--- config.mk ---
export PLATFORM = sky130hd
export DESIGN_NAME = cp0_unit
export DESIGN_NICKNAME = d
export VERILOG_FILES = /design/src/rtl/cp0_unit_pkg.sv /design/src/rtl/cp0_unit.sv
export SDC_FILE = /design/constraint.sdc
export NUM_CORES = 1
export LEC_CHECK = 0
export CAP_MARGIN = 20
export CORE_MARGIN = 4
export CORE_UTILIZATION = 40
export CTS_CLUSTER_DIAMETER = 50
export DETAILED_ROUTE_END_ITERATION = 8
export PLACE_DENSITY = 0.85
export SYNTH_ARGS = -nofsm -noshare
export SYNTH_HDL_FRONTEND = slang
export SYNTH_SLANG_ARGS = --single-unit
--- constraint.sdc ---
create_clock -name clk -period 3 [get_ports clk]
set_clock_uncertainty 0.2 [all_clocks]
set_input_delay 0.6 -clock clk [delete_from_list [all_inputs] [get_ports clk]]
set_output_delay 0.6 -clock clk [all_outputs]
set_load 0.01 [all_outputs]
--- src/rtl/cp0_unit_pkg.sv ---
// CP0 shared definitions: register numbers, exception codes, field positions.
package cp0_unit_pkg;

    localparam logic [4:0] CP0_SR    = 5'd12;
    localparam logic [4:0] CP0_CAUSE = 5'd13;
    localparam logic [4:0] CP0_EPC   = 5'd14;
    localparam logic [4:0] CP0_PRID  = 5'd15;

    localparam logic [4:0] EXC_INT  = 5'd0;
    localparam logic [4:0] EXC_ADEL = 5'd4;
    localparam logic [4:0] EXC_ADES = 5'd5;
    localparam logic [4:0] EXC_RI   = 5'd10;
    localparam logic [4:0] EXC_OV   = 5'd12;

    localparam logic [31:0] HANDLER_ADDR = 32'h0000_4180;

    localparam int SR_IE_BIT    = 0;
    localparam int SR_EXL_BIT   = 1;
    localparam int IM_LO        = 10;
    localparam int IM_HI        = 15;
    localparam int CAUSE_BD_BIT = 31;
    localparam int EXC_LO       = 2;
    localparam int EXC_HI       = 6;

endpackage

--- src/rtl/cp0_unit.sv ---
// Coprocessor-0: SR/Cause/EPC/PRId, exception and interrupt request
// generation for the M stage.
module cp0_unit
    import cp0_unit_pkg::*;
#(
    parameter logic [31:0] PRID  = 32'h0000_0721,
    parameter int          IRQ_W = 6
) (
    input  logic        clk,
    input  logic        reset,
    input  logic [31:0] pc_m,
    input  logic        bd_m,
    input  logic [4:0]  exc_m,
    input  logic [5:0]  hwint,
    input  logic [4:0]  cp0_addr,
    input  logic        cp0_we,
    input  logic [31:0] cp0_wdata,
    input  logic        eret_m,
    output logic [31:0] cp0_rdata,
    output logic [31:0] epc,
    output logic        req
);

    logic [5:0]  sr_im;
    logic        sr_exl;
    logic        sr_ie;
    logic        cause_bd;
    logic [5:0]  cause_ip;
    logic [4:0]  cause_exc;
    logic [31:0] epc_q;

    logic        int_req;
    logic        exc_req;
    logic [31:0] pc_al;
    logic [31:0] epc_new;

    assign int_req = (|(hwint & sr_im)) & sr_ie & ~sr_exl;
    assign exc_req = (exc_m != 5'd0) & ~sr_exl;
    assign req     = int_req | exc_req;

    // A delay-slot instruction restarts at its branch.
    assign pc_al   = {pc_m[31:2], 2'b00};
    assign epc_new = bd_m ? pc_al - 32'd4 : pc_al;

    assign epc = (cp0_we && cp0_addr == CP0_EPC)
                 ? {cp0_wdata[31:2], 2'b00} : epc_q;

    always_ff @(posedge clk) begin
        if (!reset) begin
            sr_im     <= '0;
            sr_exl    <= 1'b0;
            sr_ie     <= 1'b0;
            cause_bd  <= 1'b0;
            cause_ip  <= '0;
            cause_exc <= '0;
            epc_q     <= '0;
        end else begin
            cause_ip <= hwint;
            if (req) begin
                sr_exl    <= 1'b1;
                cause_exc <= int_req ? EXC_INT : exc_m;
                cause_bd  <= bd_m;
                epc_q     <= epc_new;
            end else begin
                if (cp0_we) begin
                    unique case (cp0_addr)
                        CP0_SR: begin
                            sr_im  <= cp0_wdata[IM_HI:IM_LO];
                            sr_exl <= cp0_wdata[SR_EXL_BIT];
                            sr_ie  <= cp0_wdata[SR_IE_BIT];
                        end
                        CP0_EPC: epc_q <= {cp0_wdata[31:2], 2'b00};
                        default: ;
                    endcase
                end
                // Placed after the SR write so eret wins on EXL.
                if (eret_m)
                    sr_exl <= 1'b0;
            end
        end
    end

    always_comb begin
        cp0_rdata = '0;
        unique case (cp0_addr)
            CP0_SR: begin
                cp0_rdata[IM_HI:IM_LO]  = sr_im;
                cp0_rdata[SR_EXL_BIT]   = sr_exl;
                cp0_rdata[SR_IE_BIT]    = sr_ie;
            end
            CP0_CAUSE: begin
                cp0_rdata[CAUSE_BD_BIT]  = cause_bd;
                cp0_rdata[IM_HI:IM_LO]   = cause_ip;
                cp0_rdata[EXC_HI:EXC_LO] = cause_exc;
            end
            CP0_EPC:  cp0_rdata = epc_q;
            CP0_PRID: cp0_rdata = PRID;
            default:  cp0_rdata = '0;
        endcase
    end

endmodule

* After elaboration in Yosys (flattened, before gate mapping)
Cells that the tools add are included.
** Storage, ports and cells
- Flip-flop bits (word level) :: 52
- Input bits :: 85
- Output and inout bits :: 65
- Logic and storage cells :: 45
** Cells by class
- $add $sub $neg :: 1
- Equality and inequality tests :: 4
- Mux-type cells :: 16
- Bitwise gates (word level) :: 7
- Reductions and logical operators :: 10
** Operator list (count)
- 32-bit 2-to-1 mux :: 5
- 32-bit by 3-bit subtractor with 32-bit output, second input constant :: 1
- 6-bit one-hot mux with 4 select lines :: 1
- 5-bit by 4-bit == test with 1-bit output, second input constant :: 4
- 15-bit 2-to-1 mux :: 1
- 5-bit one-hot mux with 3 select lines :: 1
- 6-bit bitwise AND :: 1
- 2-bit one-hot mux with 3 select lines :: 1
- 3-bit one-hot mux with 2 select lines :: 1
- 3-bit nonzero test :: 2
- 6-bit OR reduction :: 1
- 5-bit 2-to-1 mux :: 1
- 5-bit nonzero test :: 1
- 1-bit 2-to-1 mux :: 4
- 2-bit AND reduction :: 2
- 2-bit nonzero test :: 2
- 1-bit bitwise AND :: 3
- 3-bit AND reduction :: 1
- 1-bit inverter :: 2
- 1-bit one-hot mux with 2 select lines :: 1
- 1-bit logical AND :: 1
- 1-bit OR :: 1

* Longest topological paths before layout
- Word-level depth :: 7
- Gate-level depth with buffers :: 8
- Gate-level depth less buffers :: 6

* Worst setup path after synthesis
No wires, ideal clock.
- Kind :: input to output
- From :: input hwint[1]
- To :: output req
- Arrival time :: 1.807 ns
- Required time :: 2.200 ns
- Slack :: 0.393 ns
- Stages :: 6
- Buffers on the path :: 2
- Path through :: a22o_1 > o31ai_2 > a21o_1 > buf_2 > inv_2 > clkbuf_1
** On the way
- Word-level cells in the longest chain between the ends :: 5
** RTL lines
- start, declared :: line cp0_unit.sv:14 : input logic [5:0] hwint,
- 6-bit bitwise AND :: line cp0_unit.sv:37 : assign int_req = (|(hwint & sr_im)) & sr_ie & ~sr_exl;
- 6-bit OR reduction :: line cp0_unit.sv:37
- 1-bit bitwise AND (2 in series) :: line cp0_unit.sv:37
- 1-bit OR :: line cp0_unit.sv:39 : assign req = int_req | exc_req;
- end, declared :: line cp0_unit.sv:21 : output logic req
Every way passes these cells.

* Worst setup path after layout
- From :: input cp0_we
- To :: output epc[30]
** On the way
- Word-level cells in the longest chain between the ends :: 2
** RTL lines
- start, declared :: line cp0_unit.sv:16 : input logic cp0_we,
- 1-bit logical AND :: line cp0_unit.sv:45 : assign epc = (cp0_we && cp0_addr == CP0_EPC)
- 32-bit 2-to-1 mux :: line cp0_unit.sv:46 : ? {cp0_wdata[31:2], 2'b00} : epc_q;
- end, declared :: line cp0_unit.sv:20 : output logic [31:0] epc,
Every way passes these cells.

==> impl_metrics.toml <==
[run_status]
status = "complete, no violations"

[global_routing]
grt_antenna_before_repair = 0
grt_pass1_wl_mm = 18.09
grt_pass1_vias = 3545
grt_max_degree = 58
grt_overflow = 0
track_usage = 0.2284

[clock_network]
numCtsBuffers = 5
cts_tree = "built"
htree_levels = 2
root_buffer = "clkbuf_8"
holdBufCountCts = 0
clockBufferDepth = 2
clk_pin_slew_ns = 0.09
clkLatencyLatePin_ns = 0.31
cts.sinks = 50

[floorplan]
rows = 32
dieHeight_um = 98.44
io_pins = 150
die_w_um = 98.44
start_util = 0.4169
die_area_um2 = 9690
design.core.area_um2 = 7848

[setup_path]
cpPeakStageDelay_ns = 0.53
endpoint_kind = "output port"
worstSetupPathType = "input port to output port"
cp_max_fo = 5
worstPathRequired_ns = 2.20
worstPathArrival_ns = 2.08
crit_slowest_cell = "clkdlybuf4s50_1"
worstPathCellList = "clkdlybuf4s50_1 -> nand3_4 -> buf_12 -> buf_4 -> mux2_1 -> buf_2"
start_kind = "input port"

[final_layout]
final_nets = 639
design_area_um2 = 5164
num-fill-cells = 663
layout-drive-gt1-share = 0.2184
antennaDiodeCount = 0
area_growth_pct = 57.82

[detailed_routing]
drt-wirelength-per-cell_um = 17.68
routed_wl_mm = 11.60
remaining_drc_errors = 0
drt_iter0_drc = 276
avgViaCountPerCell = 5.482
antenna_left = 0
vias = 3596
first_pass_iters = 6

[logic_synthesis]
syn_area_per_cell_um2 = 8.454
synth_area_um2 = 3272
synth.cells.most_frequent = "dfxtp_1 (50), nand2_1 (40), nor2_1 (27), a21oi_1 (22)"
yosys-top-cells-area = "dfxtp_1 (31%), mux2_2 (6.9%), nand2_1 (4.6%), o211a_1 (4.6%), mux2i_1 (4.3%)"
yosysMostFrequentCell = "dfxtp_1"
synthCells = 387
yosys_warnings = 0
ys_types = 50
ys_ff_latch = 50
synth_area_leader_cell = "dfxtp_1"
ys_seq_area_frac = 0.3059
synth_edf_count = 0
async_reset_ff_frac = 0
synth_ff_type = "dfxtp_1"
synth_top_area_share = 0.3059

[power]
power_w = 0.001720
cellPowerDensity_nw_per_um2 = 333.1
peakVddDrop_mv = 0.1729
p_leak_nw = 2.323

[timing]
finalHoldViolCount = 0
fmax_mhz = 347.8
max_slew_margin = 0.3785
finalSetupViolations = 0
final_max_slew_viol_count = 0
tightestPinTransition_ns = 0.9323
fin_ws_ns = 0.1246
timing.final.crit_share = 0.9585
layout_min_cycle_time_ns = 2.875
rsz0062_at_grt = "false"

[flow_run]
cap_violations = 0

[placement]
gp_congestion = 0.8595
pre_cts_ws_ns = -0.3885
place_area_um2 = 5005
dp_hpwl_mm = 8.909
port_buffers = 145

[min_path]
hold_path_class = "flip-flop to flip-flop"
-- per-stage QoR --
step / std cells / hold slack [ns] / util / TNS, ns
finish: 656 / 0.2703 / 0.6580 / 0
global route: 656 / 0.2921 / 0.6580 / 0
CTS: 655 / 0.2730 / 0.6504 / -1.229
detailed placement: 639 / 0.2500 / 0.6378 / -13.40
global placement: 639 / 0.2408 / 0.6378 / -12.31
floorplan: 388 / 0.2305 / - / 0
-- cell families (layout without fill, tap and decap cells) --
group | Yosys count | count (layout) | share of synthesized area
AO/OA/AOI/OAI | 76 | 76 | 0.1579
XOR/XNOR | 25 | 25 | 0.06692
adder cells (fa/ha/maj) | 1 | 1 | 0.003823
buffers and inverters | 34 | 200 | 0.04512
flip-flops | 50 | 50 | 0.3059
multiplexers | 44 | 44 | 0.1461
other | 1 | 2 | 0.001146
AND/OR/NAND/NOR | 156 | 156 | 0.2730
-- power by group --
group          internal, W  switching (W)  leakage (nW)
Clock             0.000248       0.000235        0.0504
Sequential        0.000713      0.0000255         0.414
Combinational     0.000266       0.000232          1.86
-- cell type report --
class	count	area, µm²	area share
Multi-Input combinational cell	304	2158	0.4180
Timing Repair Buffer	186	1740	0.3370
Sequential cell	50	1001	0.1938
Tap cell	102	127.6	0.02472
Clock buffer	5	68.82	0.01333
Clock inverter	3	45.04	0.008723
Inverter	6	22.52	0.004362
-- routing by layer --
metal | vias up | GRT usage | wire length, µm
met1 | 1707 | 0.2945 | 4926
met2 | 153 | 0.3905 | 5718
met4 | 0 | 0.06933 | 264
met5 | - | 0 | 0
li1 | 1720 | - | -
met3 | 16 | 0.03892 | 687
-- cell usage in the layout (no fill, tap or decap), types with 11 or more instances in the layout --
master,instances
a21oi_1,22
and3_1,17
buf_2,24
buf_4,33
clkdlybuf4s50_1,96
dfxtp_1,50
dlygate4sd2_1,11
mux2_2,23
mux2i_1,14
nand2_1,40
nand3_1,16
nor2_1,26
o211a_1,15
o21ai_1,16
xnor2_1,16
-- worst paths after layout --
kind	end	start	slack, ns	depth (start not counted)
setup reg to reg	sr_im[2]	sr_im[1]	0.89	7
setup / recovery	epc[30]	cp0_we	0.12	6
hold reg to reg	cause_exc[4]	cause_exc[4]	0.27	2
hold / removal	cause_exc[4]	cause_exc[4]	0.27	2
-- flip-flops by register name (all words and copies together), names as in the netlist --
signal     cells
epc_q         30
sr_im          6
sr_ie          1
cause_ip       6
cause_bd       1
sr_exl         1
cause_exc      5
-- timing repair --
action	CTS	global route
pin swaps	0	2
gates cloned	0	1
resized for setup	126	18
setup buffers	8	0
endpoints found under the setup margin	62	56
-- critical path: cells and delay by family --
family                 cells  cell delay, ns
and+or+nand+nor            1            0.14
buffers and inverters      4            0.99
muxes                      1            0.34
(Power assumes the default switching activity.)
